### src/rtl/uart_pkg.sv
// Shared types and constants for the UART FIFO core.
package uart_pkg;

  typedef enum logic [2:0] {
    ST_IDLE,
    ST_START,
    ST_DATA,
    ST_PARITY,
    ST_STOP
  } uart_state_e;

  localparam int MIN_CLKS_PER_BIT = 4;

endpackage

### src/rtl/uart_sync_fifo.sv
// Synchronous first-word fall-through FIFO; pointers carry one extra MSB
// so full and empty are told apart without a separate count.
module uart_sync_fifo #(
  parameter int WIDTH = 8,
  parameter int DEPTH = 4
) (
  input  logic             clk,
  input  logic             reset,
  input  logic             push,
  input  logic             pop,
  input  logic [WIDTH-1:0] wdata,
  output logic [WIDTH-1:0] rdata,
  output logic             full,
  output logic             empty
);

  localparam int AW = $clog2(DEPTH);

  logic [WIDTH-1:0] mem [DEPTH];
  logic [AW:0]      wr_ptr;
  logic [AW:0]      rd_ptr;
  logic             do_push;
  logic             do_pop;

  assign empty = (wr_ptr == rd_ptr);
  assign full  = (wr_ptr[AW] != rd_ptr[AW]) && (wr_ptr[AW-1:0] == rd_ptr[AW-1:0]);

  // A pop frees the head slot in the same cycle, so a push on a full FIFO
  // still lands when it coincides with a pop.
  assign do_pop  = pop && !empty;
  assign do_push = push && (!full || do_pop);

  // NOTE: sequential state uses non-blocking assignments so every flop
  // samples pre-edge values regardless of block ordering.
  always_ff @(posedge clk) begin
    if (reset) begin
      wr_ptr <= '0;
      rd_ptr <= '0;
    end else begin
      if (do_push) wr_ptr <= wr_ptr + 1'b1;
      if (do_pop)  rd_ptr <= rd_ptr + 1'b1;
    end
  end

  // NOTE: storage is deliberately left out of reset; the pointers alone
  // decide validity, and unreset memory maps onto plain RAM.
  always_ff @(posedge clk) begin
    if (do_push) mem[wr_ptr[AW-1:0]] <= wdata;
  end

  assign rdata = empty ? '0 : mem[rd_ptr[AW-1:0]];

endmodule

### src/rtl/uart_fifo_core.sv
// UART transmitter and receiver, each buffered by a uart_sync_fifo.
// Define UART_PARITY_EN to add an even-parity bit and the rx_parity_err port.
module uart_fifo_core
  import uart_pkg::*;
#(
  parameter int DATA_W       = 8,
  parameter int CLKS_PER_BIT = 16,
  parameter int TX_DEPTH     = 4,
  parameter int RX_DEPTH     = 4
) (
  input  logic              clk,
  input  logic              reset,
  input  logic              ld_tx_data,
  input  logic [DATA_W-1:0] tx_data,
  input  logic              tx_enable,
  output logic              tx_out,
  output logic              tx_empty,
  output logic              tx_full,
  input  logic              uld_rx_data,
  output logic [DATA_W-1:0] rx_data,
  input  logic              rx_enable,
  input  logic              rx_in,
  output logic              rx_empty,
  output logic              rx_overrun,
  output logic              rx_frame_err
`ifdef UART_PARITY_EN
  ,
  output logic              rx_parity_err
`endif
);

  localparam int CNT_W = $clog2(CLKS_PER_BIT);
  localparam int BIT_W = $clog2(DATA_W);
  localparam logic [CNT_W-1:0] CNT_LAST = CNT_W'(CLKS_PER_BIT - 1);
  localparam logic [CNT_W-1:0] CNT_HALF = CNT_W'(CLKS_PER_BIT / 2 - 1);
  localparam logic [BIT_W-1:0] BIT_LAST = BIT_W'(DATA_W - 1);

  if (CLKS_PER_BIT < MIN_CLKS_PER_BIT || (CLKS_PER_BIT % 2) != 0) begin : g_bad_clks
    $error("uart_fifo_core: CLKS_PER_BIT must be even and >= %0d", MIN_CLKS_PER_BIT);
  end

  // ---------------------------------------------------------------- TX path
  uart_state_e       tx_state, tx_state_n;
  logic [CNT_W-1:0]  tx_cnt, tx_cnt_n;
  logic [BIT_W-1:0]  tx_bit, tx_bit_n;
  logic [DATA_W-1:0] tx_shift, tx_shift_n;
  logic [DATA_W-1:0] tx_head;
  logic              tx_out_n;
  logic              tx_pop;
  logic              tx_fifo_empty;
  logic              tx_start;
`ifdef UART_PARITY_EN
  logic              tx_par, tx_par_n;
`endif

  uart_sync_fifo #(
    .WIDTH(DATA_W),
    .DEPTH(TX_DEPTH)
  ) u_tx_fifo (
    .clk   (clk),
    .reset (reset),
    .push  (ld_tx_data),
    .pop   (tx_pop),
    .wdata (tx_data),
    .rdata (tx_head),
    .full  (tx_full),
    .empty (tx_fifo_empty)
  );

  assign tx_start = tx_enable && !tx_fifo_empty;
  assign tx_empty = tx_fifo_empty && (tx_state == ST_IDLE);

  // tx_out_n is the line level for the cycle after this edge, which keeps
  // tx_out a clean register while the start bit lands on the pop edge.
  // NOTE: every always_comb output gets a default first so no path can
  // leave a variable unassigned and infer a latch.
  always_comb begin
    tx_state_n = tx_state;
    tx_cnt_n   = tx_cnt + 1'b1;
    tx_bit_n   = tx_bit;
    tx_shift_n = tx_shift;
    tx_out_n   = tx_out;
    tx_pop     = 1'b0;
`ifdef UART_PARITY_EN
    tx_par_n   = tx_par;
`endif
    case (tx_state)
      ST_IDLE: begin
        tx_cnt_n = '0;
        tx_out_n = 1'b1;
        if (tx_start) begin
          tx_pop     = 1'b1;
          tx_state_n = ST_START;
          tx_shift_n = tx_head;
          tx_out_n   = 1'b0;
`ifdef UART_PARITY_EN
          tx_par_n   = ^tx_head;
`endif
        end
      end
      ST_START: begin
        if (tx_cnt == CNT_LAST) begin
          tx_cnt_n   = '0;
          tx_bit_n   = '0;
          tx_state_n = ST_DATA;
          tx_out_n   = tx_shift[0];
        end
      end
      ST_DATA: begin
        if (tx_cnt == CNT_LAST) begin
          tx_cnt_n = '0;
          if (tx_bit == BIT_LAST) begin
`ifdef UART_PARITY_EN
            tx_state_n = ST_PARITY;
            tx_out_n   = tx_par;
`else
            tx_state_n = ST_STOP;
            tx_out_n   = 1'b1;
`endif
          end else begin
            tx_bit_n   = tx_bit + 1'b1;
            tx_shift_n = tx_shift >> 1;
            tx_out_n   = tx_shift[1];
          end
        end
      end
`ifdef UART_PARITY_EN
      ST_PARITY: begin
        if (tx_cnt == CNT_LAST) begin
          tx_cnt_n   = '0;
          tx_state_n = ST_STOP;
          tx_out_n   = 1'b1;
        end
      end
`endif
      ST_STOP: begin
        if (tx_cnt == CNT_LAST) begin
          tx_cnt_n = '0;
          // Chain straight into the next start bit when more data waits.
          if (tx_start) begin
            tx_pop     = 1'b1;
            tx_state_n = ST_START;
            tx_shift_n = tx_head;
            tx_out_n   = 1'b0;
`ifdef UART_PARITY_EN
            tx_par_n   = ^tx_head;
`endif
          end else begin
            tx_state_n = ST_IDLE;
            tx_out_n   = 1'b1;
          end
        end
      end
      default: begin
        tx_state_n = ST_IDLE;
        tx_out_n   = 1'b1;
      end
    endcase
  end

  always_ff @(posedge clk) begin
    if (reset) begin
      tx_state <= ST_IDLE;
      tx_cnt   <= '0;
      tx_bit   <= '0;
      tx_shift <= '0;
      tx_out   <= 1'b1;
`ifdef UART_PARITY_EN
      tx_par   <= 1'b0;
`endif
    end else begin
      tx_state <= tx_state_n;
      tx_cnt   <= tx_cnt_n;
      tx_bit   <= tx_bit_n;
      tx_shift <= tx_shift_n;
      tx_out   <= tx_out_n;
`ifdef UART_PARITY_EN
      tx_par   <= tx_par_n;
`endif
    end
  end

  // ---------------------------------------------------------------- RX path
  uart_state_e       rx_state, rx_state_n;
  logic [CNT_W-1:0]  rx_cnt, rx_cnt_n;
  logic [BIT_W-1:0]  rx_bit, rx_bit_n;
  logic [DATA_W-1:0] rx_shift, rx_shift_n;
  logic              rx_s1, rx_s2, rx_prev;
  logic              rx_fall;
  logic              rx_push_q, rx_push_n;
  logic              rx_frame_err_n;
  logic              rx_fifo_full;
`ifdef UART_PARITY_EN
  logic              rx_par_bad, rx_par_bad_n;
  logic              rx_parity_err_n;
`endif

  assign rx_fall = rx_prev && !rx_s2;

  always_comb begin
    rx_state_n     = rx_state;
    rx_cnt_n       = rx_cnt + 1'b1;
    rx_bit_n       = rx_bit;
    rx_shift_n     = rx_shift;
    rx_push_n      = 1'b0;
    rx_frame_err_n = 1'b0;
`ifdef UART_PARITY_EN
    rx_par_bad_n    = rx_par_bad;
    rx_parity_err_n = 1'b0;
`endif
    case (rx_state)
      ST_IDLE: begin
        rx_cnt_n = '0;
        if (rx_enable && rx_fall) rx_state_n = ST_START;
      end
      ST_START: begin
        // Mid-bit check: a line already back high was only a glitch.
        if (rx_cnt == CNT_HALF) begin
          rx_cnt_n   = '0;
          rx_bit_n   = '0;
          rx_state_n = rx_s2 ? ST_IDLE : ST_DATA;
        end
      end
      ST_DATA: begin
        if (rx_cnt == CNT_LAST) begin
          rx_cnt_n   = '0;
          rx_shift_n = {rx_s2, rx_shift[DATA_W-1:1]};
          if (rx_bit == BIT_LAST) begin
`ifdef UART_PARITY_EN
            rx_state_n = ST_PARITY;
`else
            rx_state_n = ST_STOP;
`endif
          end else begin
            rx_bit_n = rx_bit + 1'b1;
          end
        end
      end
`ifdef UART_PARITY_EN
      ST_PARITY: begin
        if (rx_cnt == CNT_LAST) begin
          rx_cnt_n        = '0;
          rx_par_bad_n    = rx_s2 ^ (^rx_shift);
          rx_parity_err_n = rx_s2 ^ (^rx_shift);
          rx_state_n      = ST_STOP;
        end
      end
`endif
      ST_STOP: begin
        if (rx_cnt == CNT_LAST) begin
          rx_cnt_n   = '0;
          rx_state_n = ST_IDLE;
          if (!rx_s2) begin
            rx_frame_err_n = 1'b1;
          end else begin
`ifdef UART_PARITY_EN
            rx_push_n = !rx_par_bad;
`else
            rx_push_n = 1'b1;
`endif
          end
        end
      end
      default: rx_state_n = ST_IDLE;
    endcase
  end

  // Synchroniser flops reset high so the idle line raises no false edge.
  always_ff @(posedge clk) begin
    if (reset) begin
      rx_s1        <= 1'b1;
      rx_s2        <= 1'b1;
      rx_prev      <= 1'b1;
      rx_state     <= ST_IDLE;
      rx_cnt       <= '0;
      rx_bit       <= '0;
      rx_shift     <= '0;
      rx_push_q    <= 1'b0;
      rx_frame_err <= 1'b0;
`ifdef UART_PARITY_EN
      rx_par_bad    <= 1'b0;
      rx_parity_err <= 1'b0;
`endif
    end else begin
      rx_s1        <= rx_in;
      rx_s2        <= rx_s1;
      rx_prev      <= rx_s2;
      rx_state     <= rx_state_n;
      rx_cnt       <= rx_cnt_n;
      rx_bit       <= rx_bit_n;
      rx_shift     <= rx_shift_n;
      rx_push_q    <= rx_push_n;
      rx_frame_err <= rx_frame_err_n;
`ifdef UART_PARITY_EN
      rx_par_bad    <= rx_par_bad_n;
      rx_parity_err <= rx_parity_err_n;
`endif
    end
  end

  // rx_shift holds the finished word while rx_push_q is high.
  uart_sync_fifo #(
    .WIDTH(DATA_W),
    .DEPTH(RX_DEPTH)
  ) u_rx_fifo (
    .clk   (clk),
    .reset (reset),
    .push  (rx_push_q),
    .pop   (uld_rx_data),
    .wdata (rx_shift),
    .rdata (rx_data),
    .full  (rx_fifo_full),
    .empty (rx_empty)
  );

  always_ff @(posedge clk) begin
    if (reset) begin
      rx_overrun <= 1'b0;
    end else if (rx_push_q && rx_fifo_full && !uld_rx_data) begin
      rx_overrun <= 1'b1;
    end
  end

endmodule

### config.mk
export PLATFORM = sky130hd
export DESIGN_NAME = uart_fifo_core
export DESIGN_NICKNAME = d
export VERILOG_FILES = /design/src/rtl/uart_pkg.sv /design/src/rtl/uart_sync_fifo.sv /design/src/rtl/uart_fifo_core.sv
export SDC_FILE = /design/constraint.sdc
export NUM_CORES = 1
export LEC_CHECK = 0
export BUFFER_PORTS_ARGS = -buffer_cell sky130_fd_sc_hd__buf_2
export CAP_MARGIN = 20
export CELL_PAD_IN_SITES_DETAIL_PLACEMENT = 0
export CELL_PAD_IN_SITES_GLOBAL_PLACEMENT = 1
export CORE_UTILIZATION = 35
export CTS_BUF_LIST = sky130_fd_sc_hd__clkbuf_8
export CTS_CLUSTER_SIZE = 10
export DETAILED_ROUTE_END_ITERATION = 6
export GPL_TIMING_DRIVEN = 0
export PLACE_DENSITY_LB_ADDON = 0.1
export SLEW_MARGIN = 20
export SYNTH_ARGS = -nofsm -noshare
export SYNTH_HDL_FRONTEND = slang
export SYNTH_HIERARCHICAL = 1
export SYNTH_SLANG_ARGS = --single-unit
### constraint.sdc
create_clock -name clk -period 3.9 [get_ports clk]
set_clock_uncertainty 0.15 [all_clocks]
set_input_delay 0.195 -clock clk [delete_from_list [all_inputs] [get_ports clk]]
set_output_delay 0.195 -clock clk [all_outputs]
set_load 0.02 [all_outputs]
; After elaboration in Yosys (flattened, before gate mapping)
; Memories as Yosys holds them, arrays and structs flattened. A register that Yosys moved wholly into a read port is not among the register bits.
; Cells that the tools add are included.
[totals]
ff_bits = 55
mem_count = 2
inputBits = 15
out_inout_bits = 14
ram_bits = 64
[op_classes]
n_mux = 53
bitwise_logic = 2
add_sub_neg = 8
eq_ne = 29
reduce_logical = 35
[mem_list]
columns = memory, words, word_bits, rd, rd_clocked_by_memory_dff, wr, line
row1 = u_rx_fifo.mem, 4, 8, 1, 1, 1, uart_sync_fifo.sv:19  ; logic [WIDTH-1:0] mem [DEPTH];
row2 = u_tx_fifo.mem, 4, 8, 1, 1, 1, uart_sync_fifo.sv:19
[ops]
columns = op, n
row1 = two-way mux 3 bit, 16
row2 = two-way mux 8 bit, 6
row3 = "!= test 2 bit, second input constant", 12
row4 = one-hot mux 3 bit (4 select lines), 2
row5 = one-hot mux 8 bit (3 select lines), 1
row6 = "adder 3 x 1 -> 3 bit, second input constant", 6
row7 = two-way mux 1 bit, 14
row8 = "equality test 3 bit, second input constant", 4
row9 = logical AND 1 bit, 12
row10 = two-way mux 4 bit, 3
row11 = one-hot mux 3 bit (2 select lines), 2
row12 = one-hot mux 4 bit (3 select lines), 1
row13 = AND reduction 4 bit, 3
row14 = two-way mux 2 bit, 5
row15 = AND reduction 5 bit, 2
row16 = "adder 4 x 1 -> 4 bit, second input constant", 2
row17 = "equality test 4 bit, second input constant", 2
row18 = one-hot mux 4 bit (2 select lines), 1
row19 = "equality test 3 x 1 -> 1 bit, second input constant", 2
row20 = "equality test 3 x 2 -> 1 bit, second input constant", 2
row21 = equality test 3 bit, 2
row22 = logical NOT 1 bit, 6
row23 = logical NOT 3 bit, 2
row24 = OR reduction 3 bit, 2
row25 = 12 further kinds, 17

; Depth between registers and ports, before layout
; Gate-level depths: netlist of run 1.
[logic_depth]
ltp_word = 11
mapped_depth = 7
ltp_nobuf = 7

; Hierarchy
; Netlist of run 1, hierarchy kept.
[modules_own_cells]
columns = mod, instances, cells_per_inst, area_per_inst_um2
row1 = uart_sync_fifo, 2, 104, 1707.9
row2 = uart_fifo_core, 1, 229, 2113.3

; Least setup slack after synthesis of run 1
; OpenSTA, ideal clock, no wires.
[synth_path]
kind = reg-to-reg
startpoint = reg u_tx_fifo.wr_ptr[0]
endpoint = reg u_tx_fifo.wr_ptr[2]
setup_ns = 0.121
path_buffers = 0
path_stages_with_launch = 8
t_arrival_ns = 2.699
required_time_ns = 3.629
synth_period_minus_slack_ns = 2.970
slack_ns = 0.930
path_cell_list = dfxtp_1 > xor2_1 > nor3_2 > nand2b_1 > a2111oi_0 > inv_1 > a41oi_1 > mux2_2
[synth_between]
elab_chain_cells = 9
word_cells_on_any_way = 13
cone_classes = add/sub (1) / eq/ne (2) / mux (3) / reduce/logical (7)
[synth_rtl]
columns = element, line
row1 = from (decl), uart_sync_fifo.sv:20  ; logic [AW:0] wr_ptr;
row2 = from (signal assigned), uart_sync_fifo.sv:40  ; if (do_push) wr_ptr <= wr_ptr + 1'b1;
row3 = equality test 3 bit (*), uart_sync_fifo.sv:25  ; assign empty = (wr_ptr == rd_ptr);
row4 = named net tx_fifo_empty, uart_fifo_core.sv:50  ; logic tx_fifo_empty;
row5 = logical NOT 1 bit (*), uart_fifo_core.sv:70  ; assign tx_start = tx_enable && !tx_fifo_empty;
row6 = logical AND 1 bit (*), uart_fifo_core.sv:70
row7 = two-way mux 1 bit (*), "uart_fifo_core.sv:91, uart_fifo_core.sv:140"
row8 = two-way mux 1 bit, uart_fifo_core.sv:137  ; if (tx_cnt == CNT_LAST) begin
row9 = one-hot mux 1 bit (2 select lines) (*), uart_fifo_core.sv:87  ; case (tx_state)
row10 = named net tx_pop, uart_fifo_core.sv:49  ; logic tx_pop;
row11 = logical AND 1 bit (*), uart_sync_fifo.sv:30  ; assign do_pop = pop && !empty;
row12 = logical OR 1 bit (*), uart_sync_fifo.sv:31  ; assign do_push = push && (!full || do_pop);
row13 = logical AND 1 bit (*), uart_sync_fifo.sv:31
; Mark *: on every way through the listed nets, which the timed path passes. The rest lies on a longest branch.
; A chain may end at the register's enable or synchronous reset.

; Final worst setup path of run 1
[layout_path]
startpoint = reg u_tx_fifo.wr_ptr[0]
endpoint = mem u_tx_fifo.mem[1][3] (enable)
[layout_between]
elab_chain_cells = 11
word_cells_on_any_way = 14
cone_classes = eq/ne (2) / mux (5) / reduce/logical (7)
[layout_rtl]
columns = element, line
row1 = equality test 3 bit (*), uart_sync_fifo.sv:25
row2 = named net tx_fifo_empty, uart_fifo_core.sv:50
row3 = logical NOT 1 bit (*), uart_fifo_core.sv:70
row4 = logical AND 1 bit (*), uart_fifo_core.sv:70
row5 = two-way mux 1 bit (*), "uart_fifo_core.sv:91, uart_fifo_core.sv:140"
row6 = two-way mux 1 bit, uart_fifo_core.sv:137
row7 = one-hot mux 1 bit (2 select lines) (*), uart_fifo_core.sv:87
row8 = named net tx_pop, uart_fifo_core.sv:49
row9 = logical AND 1 bit (*), uart_sync_fifo.sv:30
row10 = logical OR 1 bit (*), uart_sync_fifo.sv:31
row11 = logical AND 1 bit (*), uart_sync_fifo.sv:31
row12 = two-way mux 1 bit (*), uart_sync_fifo.sv:48  ; if (do_push) mem[wr_ptr[AW-1:0]] <= wdata;
row13 = two-way mux 1 bit (implied by the code) (*), uart_sync_fifo.sv:48
row14 = to (decl), uart_sync_fifo.sv:19
; Marks and branches as above.

==> results of run 1 <==
[logic make-up after synthesis]
family	count (synthesis)	synth area share
simple gates	138	0.144
xor+xnor	17	0.0269
compound gates	57	0.0794
flops	123	0.561
fa+ha+maj	18	0.0398
mux	44	0.119
buf+inv	40	0.0296
[flip-flops by register name, indices dropped and copies added (netlist names), 3 cells and up, named ones only]
signal,flops
rx_bit,3
rx_cnt,4
rx_shift,8
rx_state,3
tx_bit,3
tx_cnt,4
tx_shift,8
tx_state,3
u_rx_fifo/mem,32
u_rx_fifo/rd_ptr,3
u_rx_fifo/wr_ptr,3
u_tx_fifo/mem,32
u_tx_fifo/rd_ptr,3
u_tx_fifo/wr_ptr,3
[worst max-delay path: stages, from the launching register on]
cell	delay [ns]
dfxtp_1	0.47
xor2_1	0.29
nor3_2	0.19
nand2b_1	0.20
a2111oi_1	0.74
o41a_1	0.40
and2_1	0.47
[report_power, final]
part	switching [mW]	internal [mW]	total [mW]	leakage [nW]
combinational	0.183	0.137	0.320	0.925
clock	0.529	0.502	1.03	0.189
sequential	0.0242	1.39	1.42	1.07
[stage by stage]
step,instance area [µm²],hold slack [ns]
2_1_floorplan,5530,0.144
3_3_place_gp,5930,0.238
3_5_place_dp,5950,0.241
4_1_cts,6420,0.0214
5_1_grt,6420,0.0384
6_report,6420,0.0362
[worst paths after layout]
check                                         start  depth (start not counted)  slack, ns                  end
worst max-delay path            u_tx_fifo/wr_ptr[0]                          6       0.61  u_tx_fifo/mem[1][3]
worst min-delay path                          reset                          3       0.04          tx_shift[7]
worst max register to register  u_tx_fifo/wr_ptr[0]                          6       0.61  u_tx_fifo/mem[1][3]
worst min register to register                rx_s1                          1       0.27                rx_s2
[cells in the final DEF, fill, tap and decap left out, types with 8 or more instances in the layout]
cell            n
nand3_1         8
nand2_1        18
nor3_1          8
mux2i_1        20
edfxtp_1       64
clkbuf_8       17
dlygate4sd3_1  11
xnor2_1        10
inv_1          18
nor2_1         26
buf_2          33
a21oi_1        11
dfxtp_1        59
nand2b_1       14
ha_1           16
clkbuf_1       17
nor2b_1        20
mux4_2         16
[what timing repair did]
action,4_1_cts,5_1_grt
hold buffers,11,0
setup buffers,0,0
endpoints found under the hold margin,35,0
[cell usage after synthesis, types with 8 or more instances]
| cell | count | share of area |
|---|---|---|
| nor2_1 | 26 | 0.018 |
| mux4_2 | 16 | 0.065 |
| clkbuf_1 | 17 | 0.012 |
| edfxtp_1 | 64 | 0.35 |
| mux2i_1 | 20 | 0.036 |
| dfxtp_1 | 59 | 0.21 |
| xnor2_1 | 10 | 0.016 |
| nand3_1 | 8 | 0.0072 |
| ha_1 | 16 | 0.036 |
| inv_1 | 17 | 0.012 |
| nand2b_1 | 14 | 0.016 |
| nand2_1 | 18 | 0.012 |
| a21oi_1 | 11 | 0.010 |
| nor3_1 | 8 | 0.0072 |
| nor2b_1 | 20 | 0.023 |
[area by class of cell]
| type | count | area [µm²] | share of cell area |
|---|---|---|---|
| sequential | 123 | 3100 | 0.483 |
| multi-input combinational | 274 | 2280 | 0.355 |
| tap | 211 | 264 | 0.0411 |
| timing repair buffer | 39 | 250 | 0.0390 |
| clock buffer | 17 | 234 | 0.0364 |
| clock inverter | 15 | 126 | 0.0197 |
| buffer | 23 | 100 | 0.0156 |
| inverter | 17 | 63.8 | 0.00994 |
[routing by layer]
layer | part of all wire | GRT usage | wire length, µm
met5 | 0 | 0 | 0
met4 | 0.018 | 0.0664 | 187
met3 | 0.035 | 0.0388 | 370
met2 | 0.48 | 0.227 | 5040
met1 | 0.47 | 0.179 | 4950
==> metrics.txt, run 1 <==
status=finished clean; wire per inst=14.7 µm; max_slew headroom=0.459; CTS Buf Count=17; PD cells=431 mW/mm²; final net count=526; minimum clock period=3.29 ns; Finished Core Util=0.419; ys flop type=edfxtp_1; syn avg cell area=12.7 µm²; GRT overflow=0; # rows=45; Peak VDD IR=226 µV; initial core utilization=0.361; max cap viols=0; port bufs=28; full die area=0.0163 mm²; WL final=10.5 mm; Syn Nets=468; Seq/Total Area, Yosys=0.561; dpl ws=0.383 ns; largest net degree at the start of global routing=17; CP Launch Type=flip-flop; Worst EP required=3.83 ns; DP Wirelength=7.13 mm; Setup TNS=0 ns; vias=3462; DR pass1 iterations=4; Yosys cell types=54; DIE WIDTH=128 µm; final hold violations=0; CP max FO=12; Max Clk Rate=0.304 GHz; gr usage total=0.142; RSZ-0062 raised after global routing=false; Routed Antenna Nets=0; Die Height=128 µm; clk root buf=clkbuf_8; DRC Markers=0; ANT cells=0; I/O pin cnt=29; Fillers=1466; Cell Area, Synth=0.00553 mm²; Hold Path Class=in2reg; Worst-Margin Slew=0.807 ns; TritonCTS clock tree=done; Power, Total=2.77 mW; latest clock arrival within the worst-skew pair=0.43 ns; gpl congestion=0.754; Via density=4.82; Initial DRC Count=206; period utilization=0.843; final slew viol count=0; post-cts sizing count=0; Async S/R FF share, synth=0; Yosys reg bits=123; first-pass GRT wire length=17.3 mm; DP Cell Count=676; clk buf depth=2; vias in the first global route=3384; Finished Layout Cells=719; Clock Pin Slew Worst Setup and Hold Paths=0.07 ns; Arr. time, crit path=3.21 ns; initial antenna violation count=0; share of cells above drive strength 1=0.224; LEAKAGE=2.18 nW; Cells after Synth=437; setup violators final=0; Post-synth EDFFs=64; H-tree Lvls=4; Synth Warn #=6; critical path class=reg2reg; Sink Count=123; total core area=0.0153 mm²; Area Growth Syn to Fin=16.1%; fin worst setup slack=0.613 ns; critical path capture point type=flip-flop
(Power assumes the default switching activity.)
==> run 2: changes to the inputs <==
ABC_AREA = 1   (was default)
clock period = 3.3 ns   (was 3.9 ns; I/O delays follow)
==> run 2 against run 1 <==
  * Routed wire length increased by 5.5%
  * Register-to-register slack got worse by 0.32 ns
  * Sequential cell count unchanged
  * Via count increased by 17%
  * Non-clock buffer count decreased by 4
  * Die area increased by 0.87%
  * Worst hold slack improved by 0.0085 ns
  * Setup slack got worse by 0.32 ns
  * Power increased by 43%
  * First-iteration DRC count increased by 6.3%
  * Combinational power increased to 3.0 times the previous value
  * Critical path type unchanged
==> metrics.txt, run 2 <==
DR pass1 iterations=4; Worst EP required=3.20 ns; reg-to-reg setup timing slack=0.30 ns; hold slack=0.0447 ns; total core area=0.0154 mm²; Yosys reg bits=123; final slew viol count=0; RSZ-0062 raised after global routing=false; Routed Antenna Nets=0; area leader, netlist=edfxtp_1; minimum clock period=3.00 ns; Finished Core Util=0.421; full die area=0.0164 mm²; DRC Markers=0; Initial DRC Count=219; vias=4063; I/O pin cnt=29; vias in the first global route=3822; clk buf depth=2; Syn Nets=636; Yosys top cell area share=0.345; hold buffers post-CTS=13; gr usage total=0.150; # rows=45; Setup TNS=0 ns; share of cells above drive strength 1=0.167; TritonCTS clock tree=done; Reg2Reg Depth=15; Area Growth Syn to Fin=15.9%; Sink Count=123; max cap viols=0; Hold Path Class=in2reg; Hold Path Sink=tx_state[0]; GR Layer Usage met2=0.253; final hold violations=0; ANT cells=0; synth cell count leaders=nor2_1, nand2_1, edfxtp_1; Arr. time, crit path=2.90 ns; port bufs=28; DP Wirelength=7.56 mm; final net count=696; CP Launch Type=flip-flop; initial core utilization=0.363; setup violators final=0; status=finished clean; DIE WIDTH=128 µm; Fillers=1546; Die Height=128 µm; critical path class=reg2reg; GRT overflow=0; max_slew headroom=0.404; Max Clk Rate=0.333 GHz; Worst Hold Depth=5; most frequent cells in the layout=nor2_1, nand2_1, inv_1, edfxtp_1, dfxtp_1; Yosys cell types=37; Peak VDD IR=231 µV; critical path capture point type=flip-flop; clk root buf=clkbuf_8; setup bufs post-CTS=0; FF-to-FF Start=u_tx_fifo/wr_ptr[1]; CP max FO=11; period utilization=0.910; Seq/Total Area, Yosys=0.556; largest net degree at the start of global routing=17; hold_sp=tx_enable; Post-synth EDFFs=64; most frequent cell after synthesis=nor2_1; ys flop type=edfxtp_1; reg-to-reg endpoint=u_tx_fifo/mem[3][1]; latest clock arrival within the worst-skew pair=0.42 ns; Via density=4.57; Clock Pin Slew Worst Setup and Hold Paths=0.07 ns; LEAKAGE=2.86 nW; Worst-Margin Slew=0.891 ns; PD cells=610 mW/mm²; gpl congestion=0.779; WL final=11.1 mm; first-pass GRT wire length=18.6 mm; Synth Warn #=6; met1 Usage GRT=0.183; global-route layer with the greatest usage=met2; post-cts sizing count=0; Cells after Synth=605; H-tree Lvls=4; Cell Area, Synth=0.00558 mm²; CTS Buf Count=17; most common cell after layout, fill and taps aside=nor2_1; syn avg cell area=9.22 µm²; M3 GR Usage=0.0438; Async S/R FF share, synth=0; Area contributors post-synth=edfxtp_1, dfxtp_1, nor2_1; wire per inst=12.5 µm; initial antenna violation count=0
run 2: changes by cell type in the layout (fill, tap and decap cells not counted), sizes merged, moves of 14 or more:
| cell | change |
|---|---|
| inv | +52 |
| mux2i | -20 |
| mux4 | -16 |
| nand2 | +91 |
| nand2b | -14 |
| nand3 | +22 |
| nor2 | +105 |
| nor2b | -20 |
| o21ai | +30 |
| o32ai | +16 |
run 2: critical path, cell delays in order, from the launching register on:
cell and delay (ns):
dfxtp_1 0.41, inv_1 0.10, nand2_1 0.06, nand2_1 0.10, nand3_2 0.12, buf_6 0.15
inv_2 0.04, inv_1 0.06, nand2_1 0.08, nor2_1 0.13, nand2_2 0.10, inv_6 0.14
inv_1 0.07, nand4_2 0.13, nand2_2 0.12, nor2_1 0.69
run 2: per-stage QoR:
stage          instances  instance area [µm²]  total power [mW]  worst slack (ns)
5_1_grt              889                 6470              4.23           0.00843
3_5_place_dp         844                 5980              2.79             0.227
4_1_cts              889                 6470              4.02             0.215
3_3_place_gp         844                 5980              2.78             0.283
2_1_floorplan        605                 5580              2.57             0.870
6_report             889                 6470              3.95             0.296
run 2: power breakdown:
part	internal (mW)	total, mW	switching [mW]	leakage [nW]
registers	1.71	1.80	0.0880	1.11
clock network	0.645	1.19	0.547	0.206
logic	0.349	0.956	0.607	1.55
total	2.71	3.95	1.24	2.86
run 2: logic make-up (layout without fill, tap and decap cells):
group,count (synthesis),in the layout,synth area share
XOR/XNOR,8,8,0.0153
adder cells (fa/ha/maj),16,16,0.0359
buffers and inverters,89,162,0.0711
flip-flops,123,123,0.556
AND/OR/NAND/NOR,293,293,0.241
AO/OA/AOI/OAI,76,76,0.0808
run 2: area by class of cell:
class	instances	area, µm²	share of cell area
inverter	72	278	0.0429
multi-input combinational	393	2080	0.321
timing repair buffer	41	270	0.0418
sequential	123	3100	0.480
clock buffer	17	234	0.0362
tap	211	264	0.0408
clock inverter	15	121	0.0188
buffer	17	119	0.0184
run 2: per-layer routing:
metal	routed length, µm	up-vias
li1	-	2111
met1	5250	1885
met2	5410	56
met3	345	11
met4	121	0
met5	0	-
run 2: worst max path at each step:
stage / depth (start not counted) / slack [ns] / end / startpoint
after floorplan: 15 / 0.87 / u_tx_fifo/mem[0][0] / u_tx_fifo/wr_ptr[1]
after global placement: 15 / 0.28 / u_tx_fifo/mem[1][1] / u_tx_fifo/wr_ptr[1]
after CTS: 15 / 0.22 / u_tx_fifo/mem[3][6] / u_tx_fifo/wr_ptr[1]
after detailed placement: 15 / 0.23 / u_tx_fifo/mem[3][1] / u_tx_fifo/wr_ptr[1]
final: 15 / 0.30 / u_tx_fifo/mem[3][1] / u_tx_fifo/wr_ptr[1]
after global routing: 15 / 0.008 / u_tx_fifo/mem[3][7] / u_tx_fifo/wr_ptr[1]
==> run 3: changes to the inputs <==
CAP_MARGIN = 10   (was 20)
CORE_MARGIN = 4   (was default)
==> run 3 against run 2 <==
  * Non-clock buffer count stayed put
  * Final area is 0.83% higher
  * Clock-buffer cell count stayed put
  * Sequential share of layout area is 0.40 points lower
  * Clock power is 14% higher
  * Final cell count stayed put
  * Core utilization is 0.20 points higher
  * Via count is 0.12% lower
  * Critical endpoint is now u_tx_fifo/mem[3][6]
  * Largest cell class unchanged
==> metrics.txt, run 3 (same netlist as run 2, synthesis figures left out) <==
full die area=0.0180 mm²; reg-to-reg setup timing slack=0.29 ns; LEAKAGE=2.85 nW; Routed Antenna Nets=0; Fillers=1567; GRT overflow=0; Sink Count=123; critical path capture point type=flip-flop; Clock Pin Slew Worst Setup and Hold Paths=0.07 ns; clk buf depth=2; Area Growth Syn to Fin=16.9%; vias in the first global route=3991; vias=4058; final net count=696; DR pass1 iterations=5; Register Area=0.00310 mm²; first-pass GRT wire length=19.2 mm; Hold Path Class=in2reg; Worst-Margin Slew=0.913 ns; DRC Markers=0; WL final=11.3 mm; CP max FO=11; Setup TNS=0 ns; final slew viol count=0; most frequent cells in the layout=nor2_1, nand2_1, edfxtp_1; wire per inst=12.8 µm; CP Launch Type=flip-flop; DP Wirelength=7.82 mm; Initial DRC Count=161; CP max stage delay=0.71 ns; clk root buf=clkbuf_8; latest clock arrival within the worst-skew pair=0.44 ns; Worst EP required=3.21 ns; most common cell after layout, fill and taps aside=nor2_1; Arr. time, crit path=2.91 ns; TritonCTS clock tree=done; RSZ-0062 raised after global routing=false; crit path cell chain=inv_1 -> nand2_1 -> nand2_1 -> nand3_2 -> buf_6 -> inv_2 -> inv_1 -> nand2_1 -> nor2_1 -> nand2_2 -> inv_6 -> inv_1 -> nand4_2 -> nand2_2 -> nor2_1; Peak VDD IR=222 µV; status=finished clean; Power, Total=4.12 mW; initial core utilization=0.362; total core area=0.0154 mm²; H-tree Lvls=4; port bufs=28; critical path class=reg2reg; initial antenna violation count=0; CP max-delay cell=nor2_1; share of cells above drive strength 1=0.174; DIE WIDTH=134 µm; setup bufs post-CTS=0; Die Height=134 µm; minimum clock period=3.01 ns; Via density=4.56; hold slack=0.0425 ns; I/O pin cnt=29; Max Clk Rate=0.333 GHz; # rows=45; PD cells=632 mW/mm²; largest net degree at the start of global routing=17; gpl congestion=0.762; final hold violations=0; max cap viols=0; period utilization=0.911; setup violators final=0; gr usage total=0.135; CTS Buf Count=17; max_slew headroom=0.389; multi-input logic area=0.00208 mm²; ANT cells=0
[run 3: cell types whose count changed in the layout (fill, tap and decap cells not counted)]
| cell | delta |
|---|---|
| clkinv_2 | -3 |
| clkinvlp_4 | +3 |
| bufinv_16 | +1 |
| inv_1 | -5 |
| inv_6 | +1 |
| clkinv_4 | +3 |
[run 3: layout make-up]
class / count / area share
plain buffers: 17 / 0.0182
clock buffers: 17 / 0.0359
clock inverters: 15 / 0.0269
inverters: 72 / 0.0426
multi-input cells: 393 / 0.319
flip-flops and latches: 123 / 0.476
well taps: 211 / 0.0405
repair buffers: 41 / 0.0414
[run 3: worst paths after layout]
check / startpoint / end / cells after the start
min: tx_enable / tx_state[0] / 5
max: u_tx_fifo/wr_ptr[1] / u_tx_fifo/mem[3][6] / 15
max reg2reg: u_tx_fifo/wr_ptr[1] / u_tx_fifo/mem[3][6] / 15
min reg2reg: rx_s1 / rx_s2 / 1
[run 3: critical path, delay by kind of cell (launching register included)]
family,cells,cell delay (ns)
AND/OR/NAND/NOR,9,1.54
buffers and inverters,6,0.54
flip-flops,1,0.39
[run 3: layer usage]
| metal | share of wire | wire length [µm] | vias to the layer above | GRT usage |
|---|---|---|---|---|
| li1 | - | - | 2109 | - |
| met4 | 0.012 | 139 | 0 | 0.0509 |
| met3 | 0.033 | 377 | 12 | 0.0375 |
| met2 | 0.49 | 5590 | 48 | 0.231 |
| met1 | 0.46 | 5240 | 1889 | 0.163 |
| met5 | 0 | 0 | - | 0 |
[run 3: power breakdown]
group | switching, mW | internal (mW)
logic | 0.614 | 0.350
clock network | 0.612 | 0.745
registers | 0.0872 | 1.71
[run 3: repair_timing]
action,CTS,global route
gates resized for setup,0,0
endpoints found under the hold margin,43,0
hold buffers,13,0
[run 3: stage by stage]
stage / instance area, µm² / std cells / setup WS, ns / utilization
6_report: 6520 / 889 / 0.295 / 0.423
5_1_grt: 6520 / 889 / 0.00193 / 0.423
4_1_cts: 6520 / 889 / 0.279 / 0.423
3_5_place_dp: 5980 / 844 / 0.290 / 0.388
3_3_place_gp: 5980 / 844 / 0.302 / 0.388
2_1_floorplan: 5580 / 605 / 0.870 / -
